$ cat src/rtl/matrix_pkg.sv
// Shared types, constants and width/index helpers for the sequential 2x2
// matrix multiply / determinant unit.
// Optional macro MATRIX_PIPE_MUL_EN selects a registered multiplier output
// (MAC_LAT = 1) instead of a combinational multiply-accumulate (MAC_LAT = 0).
package matrix_pkg;

    typedef enum logic [1:0] {IDLE, MUL, DET, DONE} state_e;

    typedef enum logic [1:0] {MAC_NOP, MAC_LOAD, MAC_ADD, MAC_SUB} mac_op_e;

    localparam int unsigned MUL_STEPS = 8;
    localparam int unsigned DET_STEPS = 2;

`ifdef MATRIX_PIPE_MUL_EN
    localparam int unsigned MAC_LAT = 1;
`else
    localparam int unsigned MAC_LAT = 0;
`endif

    // Signed width of a C element: exact sum of two WIDTH x WIDTH products.
    function automatic int unsigned c_width(input int unsigned w);
        return 2 * w + 1;
    endfunction

    // Signed width of det(C): exact difference of two CW x CW products.
    function automatic int unsigned d_width(input int unsigned w);
        return 2 * c_width(w) + 1;
    endfunction

    // LSB of element idx (0 = x00 ... 3 = x11) in a vector packed x00-first.
    function automatic int unsigned elem_lsb(input int unsigned idx, input int unsigned w);
        return (3 - idx) * w;
    endfunction

endpackage

$ cat src/rtl/matrix_seq_mac.sv
// Time-shared signed CW x CW multiplier with a DW-bit accumulator.
// Ports: clk, rst_n; clr (clear accumulator/pipe); op (NOP/LOAD/ADD/SUB);
//        a, b (signed operands); result_c (value the accumulator takes for the
//        op landing this cycle); res_valid_c (an ADD/SUB result is landing).
// With MATRIX_PIPE_MUL_EN defined the product and its op are registered, so
// every op lands one cycle after it is issued.
module matrix_seq_mac
    import matrix_pkg::*;
#(
    parameter int unsigned CW = 15,
    parameter int unsigned DW = 31
) (
    input  logic                 clk,
    input  logic                 rst_n,
    input  logic                 clr,
    input  mac_op_e              op,
    input  logic signed [CW-1:0] a,
    input  logic signed [CW-1:0] b,
    output logic signed [DW-1:0] result_c,
    output logic                 res_valid_c
);

    localparam int unsigned PW = 2 * CW;

    logic signed [PW-1:0] prod_c;
    logic signed [PW-1:0] prod_s;
    logic signed [DW-1:0] prod_ext;
    logic signed [DW-1:0] acc_q;
    mac_op_e              op_s;

    assign prod_c = PW'(a) * PW'(b);

`ifdef MATRIX_PIPE_MUL_EN
    logic signed [PW-1:0] prod_q;
    mac_op_e              op_q;

    // Multiplier output register; clr flushes any op still in flight.
    always_ff @(posedge clk or negedge rst_n) begin
        if (!rst_n) begin
            prod_q <= '0;
            op_q   <= MAC_NOP;
        end else if (clr) begin
            prod_q <= '0;
            op_q   <= MAC_NOP;
        end else begin
            prod_q <= prod_c;
            op_q   <= op;
        end
    end

    assign prod_s = prod_q;
    assign op_s   = op_q;
`else
    assign prod_s = prod_c;
    assign op_s   = op;
`endif

    assign prod_ext    = DW'(prod_s);
    assign res_valid_c = (op_s == MAC_ADD) || (op_s == MAC_SUB);

    // Accumulator next value for the op landing this cycle.
    always_comb begin
        result_c = acc_q;
        case (op_s)
            MAC_LOAD: result_c = prod_ext;
            MAC_ADD:  result_c = acc_q + prod_ext;
            MAC_SUB:  result_c = acc_q - prod_ext;
            default:  result_c = acc_q;
        endcase
    end

    always_ff @(posedge clk or negedge rst_n) begin
        if (!rst_n) begin
            acc_q <= '0;
        end else if (clr) begin
            acc_q <= '0;
        end else if (op_s != MAC_NOP) begin
            acc_q <= result_c;
        end
    end

endmodule

$ cat src/rtl/matrix_2x2_seq_mult_det.sv
// Sequential 2x2 signed matrix multiply C = A*B with optional det(C), using a
// single time-shared multiplier (matrix_seq_mac).
// Ports: clk, rst_n; in_valid/in_ready, mode_det, matA, matB (operand side);
//        out_valid/out_ready, matC, determinant (result side).
// Macro MATRIX_PIPE_MUL_EN adds a multiplier pipeline stage (one drain cycle
// per phase, latencies 9/12 instead of 8/10).
module matrix_2x2_seq_mult_det
    import matrix_pkg::*;
#(
    parameter int unsigned WIDTH = 7
) (
    input  logic                          clk,
    input  logic                          rst_n,
    input  logic                          in_valid,
    output logic                          in_ready,
    input  logic                          mode_det,
    input  logic [4*WIDTH-1:0]            matA,
    input  logic [4*WIDTH-1:0]            matB,
    output logic                          out_valid,
    input  logic                          out_ready,
    output logic [4*c_width(WIDTH)-1:0]   matC,
    output logic [d_width(WIDTH)-1:0]     determinant
);

    localparam int unsigned CW       = c_width(WIDTH);
    localparam int unsigned DW       = d_width(WIDTH);
    localparam int unsigned STEP_W   = 4;
    localparam int unsigned MUL_LAST = MUL_STEPS - 1 + MAC_LAT;
    localparam int unsigned DET_LAST = DET_STEPS - 1 + MAC_LAT;

    state_e                   state_q, state_nxt;
    logic [STEP_W-1:0]        step_q, step_nxt;
    logic [4*WIDTH-1:0]       a_q, b_q;
    logic                     mode_q;
    logic signed [WIDTH-1:0]  a_e [4];
    logic signed [WIDTH-1:0]  b_e [4];
    logic signed [CW-1:0]     c_q [4];
    logic signed [CW-1:0]     c_nxt [4];
    logic signed [DW-1:0]     det_q, det_nxt;
    logic [1:0]               wr_q, wr_nxt;
    logic [4*CW-1:0]          c_pack_c;

    logic                     clr_c;
    mac_op_e                  op_c;
    logic signed [CW-1:0]     opa_c, opb_c;
    logic signed [DW-1:0]     result_c;
    logic                     res_valid_c;

    for (genvar g = 0; g < 4; g++) begin : g_unpack
        assign a_e[g] = $signed(a_q[elem_lsb(g, WIDTH) +: WIDTH]);
        assign b_e[g] = $signed(b_q[elem_lsb(g, WIDTH) +: WIDTH]);
    end

    assign c_pack_c = {c_nxt[0], c_nxt[1], c_nxt[2], c_nxt[3]};

    matrix_seq_mac #(.CW(CW), .DW(DW)) u_mac (
        .clk         (clk),
        .rst_n       (rst_n),
        .clr         (clr_c),
        .op          (op_c),
        .a           (opa_c),
        .b           (opb_c),
        .result_c    (result_c),
        .res_valid_c (res_valid_c)
    );

    always_ff @(posedge clk or negedge rst_n) begin
        if (!rst_n) begin
            state_q <= IDLE;
            step_q  <= '0;
        end else begin
            state_q <= state_nxt;
            step_q  <= step_nxt;
        end
    end

    // Next state, step counter and MAC issue. Step k selects a{k2,k0}*b{k0,k1},
    // which walks the product order a00b00, a01b10, a00b01, a01b11, ...
    always_comb begin
        state_nxt = state_q;
        step_nxt  = step_q;
        op_c      = MAC_NOP;
        clr_c     = 1'b0;
        opa_c     = '0;
        opb_c     = '0;
        case (state_q)
            IDLE: begin
                if (in_valid) begin
                    state_nxt = MUL;
                    step_nxt  = '0;
                    clr_c     = 1'b1;
                end
            end
            MUL: begin
                step_nxt = step_q + STEP_W'(1);
                if (step_q < STEP_W'(MUL_STEPS)) begin
                    op_c  = step_q[0] ? MAC_ADD : MAC_LOAD;
                    opa_c = CW'(a_e[{step_q[2], step_q[0]}]);
                    opb_c = CW'(b_e[{step_q[0], step_q[1]}]);
                end
                if (step_q == STEP_W'(MUL_LAST)) begin
                    step_nxt  = '0;
                    state_nxt = mode_q ? DET : DONE;
                end
            end
            DET: begin
                step_nxt = step_q + STEP_W'(1);
                if (step_q == STEP_W'(0)) begin
                    op_c  = MAC_LOAD;
                    opa_c = c_q[0];
                    opb_c = c_q[3];
                end else if (step_q == STEP_W'(1)) begin
                    op_c  = MAC_SUB;
                    opa_c = c_q[1];
                    opb_c = c_q[2];
                end
                if (step_q == STEP_W'(DET_LAST)) begin
                    step_nxt  = '0;
                    state_nxt = DONE;
                end
            end
            DONE: begin
                if (out_ready) begin
                    state_nxt = IDLE;
                end
            end
            default: state_nxt = IDLE;
        endcase
    end

    // Result capture: C elements fill in landing order, det on the SUB result.
    always_comb begin
        c_nxt   = c_q;
        det_nxt = det_q;
        wr_nxt  = wr_q;
        if ((state_q == IDLE) && in_valid) begin
            c_nxt   = '{default: '0};
            det_nxt = '0;
            wr_nxt  = '0;
        end else if (res_valid_c) begin
            if (state_q == MUL) begin
                c_nxt[wr_q] = result_c[CW-1:0];
                wr_nxt      = wr_q + 2'd1;
            end else if (state_q == DET) begin
                det_nxt = result_c;
            end
        end
    end

    always_ff @(posedge clk or negedge rst_n) begin
        if (!rst_n) begin
            a_q    <= '0;
            b_q    <= '0;
            mode_q <= 1'b0;
            c_q    <= '{default: '0};
            det_q  <= '0;
            wr_q   <= '0;
        end else begin
            if ((state_q == IDLE) && in_valid) begin
                a_q    <= matA;
                b_q    <= matB;
                mode_q <= mode_det;
            end
            c_q   <= c_nxt;
            det_q <= det_nxt;
            wr_q  <= wr_nxt;
        end
    end

    // Outputs change only on entry to DONE, so no partial result is visible.
    always_ff @(posedge clk or negedge rst_n) begin
        if (!rst_n) begin
            in_ready    <= 1'b1;
            out_valid   <= 1'b0;
            matC        <= '0;
            determinant <= '0;
        end else begin
            in_ready  <= (state_nxt == IDLE);
            out_valid <= (state_nxt == DONE);
            if ((state_q != DONE) && (state_nxt == DONE)) begin
                matC        <= c_pack_c;
                determinant <= mode_q ? det_nxt : '0;
            end
        end
    end

endmodule

$ cat config.mk
export PLATFORM = sky130hd
export DESIGN_NAME = matrix_2x2_seq_mult_det
export DESIGN_NICKNAME = d
export VERILOG_FILES = /design/src/rtl/matrix_pkg.sv /design/src/rtl/matrix_seq_mac.sv /design/src/rtl/matrix_2x2_seq_mult_det.sv
export SDC_FILE = /design/constraint.sdc
export NUM_CORES = 1
export LEC_CHECK = 0
export CAP_MARGIN = 20
export CORE_ASPECT_RATIO = 0.7
export CORE_MARGIN = 4
export CORE_UTILIZATION = 55
export CTS_CLUSTER_SIZE = 24
export DETAILED_ROUTE_END_ITERATION = 10
export GPL_TIMING_DRIVEN = 1
export PLACE_DENSITY = 0.9
export SKIP_CTS_REPAIR_TIMING = 1
export SLEW_MARGIN = 20
export SYNTH_ARGS = -nofsm -noshare
export SYNTH_HDL_FRONTEND = slang
export SYNTH_SLANG_ARGS = --single-unit
$ cat constraint.sdc
create_clock -name clk -period 10.8 [get_ports clk]
set_input_delay 2.16 -clock clk [delete_from_list [all_inputs] [get_ports clk]]
set_output_delay 2.16 -clock clk [all_outputs]
set_load 0.01 [all_outputs]
==> impl_results.md <==
* Initial core utilization at 0.556
* Diode count at 0
* Die Width at 255 um
* Post-Syn Area at 23500 um2
* Hold crit path type: reg2reg
* Worst endpoint data arrival time at 10.90 ns
* Slowest cell on crit path: fa_1
* Fmax achieved at 96.0 MHz
* CP top delay family: adder cells
* Core ar. at 42300 um2
* Max Cap Viol at 0
* Critical Path Fanout Max at 16
* Post-Route Setup TNS at 0 ns
* Worst slew pin tran at 1.17 ns
* Grt total ovfl at 0
* Setup crit start: state_q[0]
* Final GP Congestion at 1.05
* Initial antenna violation count at 0
* #FFs+latches synth at 280
* CTS tree: built
* Syn Nets at 2973
* CP max stage delay at 0.73 ns
* Most used cell, CP: fa_1
* Reg-to-reg slack, setup at 0.39 ns
* Latest clock arrival within the worst-skew pair at 0.57 ns
* Area share of the largest cell type after synthesis at 0.297
* Synth warnings at 0
* Drt total wl at 72300 um
* Global-route wire length before repair at 115000 um
* Sequential share of the synthesized area at 0.298
* Max Root-Sink Buffers at 3
* Critical Path Sink: u_mac.acc_q[30]
* Clock sink total at 280
* Outcome: finished clean
* Area growth from synthesis to layout at 14.6%
* Clock-pin slew on the worst setup and hold paths at 0.07 ns
* H-tree depth at 1
* Drt first pass iters at 7
* Largest cells by area after synthesis: dfrtp_1, fa_1, nand2_1, ha_1, inv_1
* Synth Instances at 2564
* Pins over their slew limit at 0
* Number of flops mapped to enable cells by yosys at 0
* RR Startpoint: state_q[0]
* Worst r2r path cells at 39
* Fin crit share at 0.964
* Hold WS at 0.478 ns
* Setup Viol. Count Final at 0
* Detail Route Antenna Nets at 0
* Die Y at 181 um
* DRC viols at 0
* PortBufs at 153
* Most frequent cells in the layout: nand2_1, inv_1, dfrtp_1
* Synthesized area per cell at 9.16 um2
* Routed len/inst at 22.1 um
* Stages on the worst setup path at 39
* Buf/Inv on CP at 6
* DP HPWL at 55800 um
* Largest net degree at the start of global routing at 154
* CTS buffer count at 26
* Num rows at 63
* Layout cells sized above 1 at 0.0823
* Critical Path RT at 11.29 ns
* Layout Nets at 3111
* Worst slew margin at 0.218
* Initial DRC count at 2526
* Reg-to-reg endpoint: u_mac.acc_q[30]
* Vias in the first global route at 20208
* Crit Path Category: reg2reg
* IO Pins at 154
* Most common cell after layout, fill and taps aside: nand2_1
* Post-synth cell types at 93
* Post-synth top area cell: dfrtp_1
* Root Buffer: clkbuf_16
* GRT Util Overall at 0.315
* CP endpoint kind: flip-flop
* Setup Skew at 0.0253 ns
* Via density at 6.15
* DR vias at 20131
* Final Hold Vio Count at 0
* Startpoint types: flip-flop
* Most used DFF post-synth: dfrtp_1
* Die area at 46100 um2
* Share of flip-flops with an asynchronous set or reset at 1.00
* Crit path time final at 10.41 ns
-- cells by family (layout without fill, tap and decap cells) --
group,Yosys count,after routing,synth area share
AOI/OAI and AO/OA,446,446,0.135
xor gates and xnor gates,79,79,0.0306
adders and majority gates,348,348,0.257
buffers and inverters,435,592,0.0723
DFF,280,280,0.298
muxes,82,82,0.0430
and+or+nand+nor,894,894,0.164
-- how the worst min path moves through the flow --
stage | start | endpoint | slack, ns | depth (start not counted)
floorplan | a_e[10] | a_e[10] | 0.44 | 2
global placement | a_e[2] | a_e[2] | 0.45 | 2
detailed placement | a_e[1] | a_e[1] | 0.46 | 2
CTS | a_e[2] | a_e[2] | 0.48 | 2
global route | a_e[5] | a_e[5] | 0.50 | 2
finish | a_e[2] | a_e[2] | 0.48 | 2
-- worst reg2reg max path: cells and delay by family, from the launching register on --
| family | cells | cell delay, ns |
|---|---|---|
| simple gates | 10 | 1.81 |
| flops | 1 | 0.40 |
| fa+ha+maj | 9 | 4.40 |
| buf+inv | 6 | 0.73 |
| compound gates | 12 | 2.59 |
| xor+xnor | 2 | 0.41 |
-- metrics by stage --
stage	area [um2]	worst slack, ns	util	instances
after floorplan	23500	0.0560	-	2564
after global placement	25800	0.0952	0.611	3223
after detailed placement	25800	-0.0558	0.611	3223
after CTS	26700	-0.0998	0.633	3270
after global routing	26900	-0.0765	0.637	3273
final	26900	0.387	0.637	3273
-- state kept, by name, summed over array words and instances, names as in the netlist, 4 cells and up --
signal	cells
det_q	31
a_e	28
c_q	60
matC	60
u_mac.acc_q	31
determinant	31
step_q	4
b_e	28
-- cell usage after synthesis (21+ instances only) --
cell type / instances
mux2i_1: 57
inv_1: 308
nor2_1: 260
a21oi_1: 102
xor2_1: 24
nand3_1: 30
xnor2_1: 53
o31ai_1: 60
ha_1: 125
nand2_1: 444
a21o_1: 23
clkbuf_1: 100
and2_1: 33
a221oi_1: 21
o21ai_0: 64
fa_1: 223
dfrtp_1: 279
-- layer usage --
layer,global-route usage,wire [um],vias to the layer above
met1,0.456,29600,10019
li1,-,-,8762
met5,0,0,-
met4,0.0761,2020,0
met3,0.0912,8770,171
met2,0.472,31800,1179
-- area by class of cell --
| class | instances | area [um2] |
|---|---|---|
| inverters | 308 | 1160 |
| clock inverters | 11 | 160 |
| fillers | 3285 | 15300 |
| well taps | 552 | 691 |
| flip-flops and latches | 280 | 7010 |
| multi-input cells | 1849 | 14900 |
| clock buffers | 36 | 738 |
| repair buffers | 237 | 2220 |
Power is not shown: default switching activity piles up to over one toggle a cycle in this logic, so the estimate is an artifact.
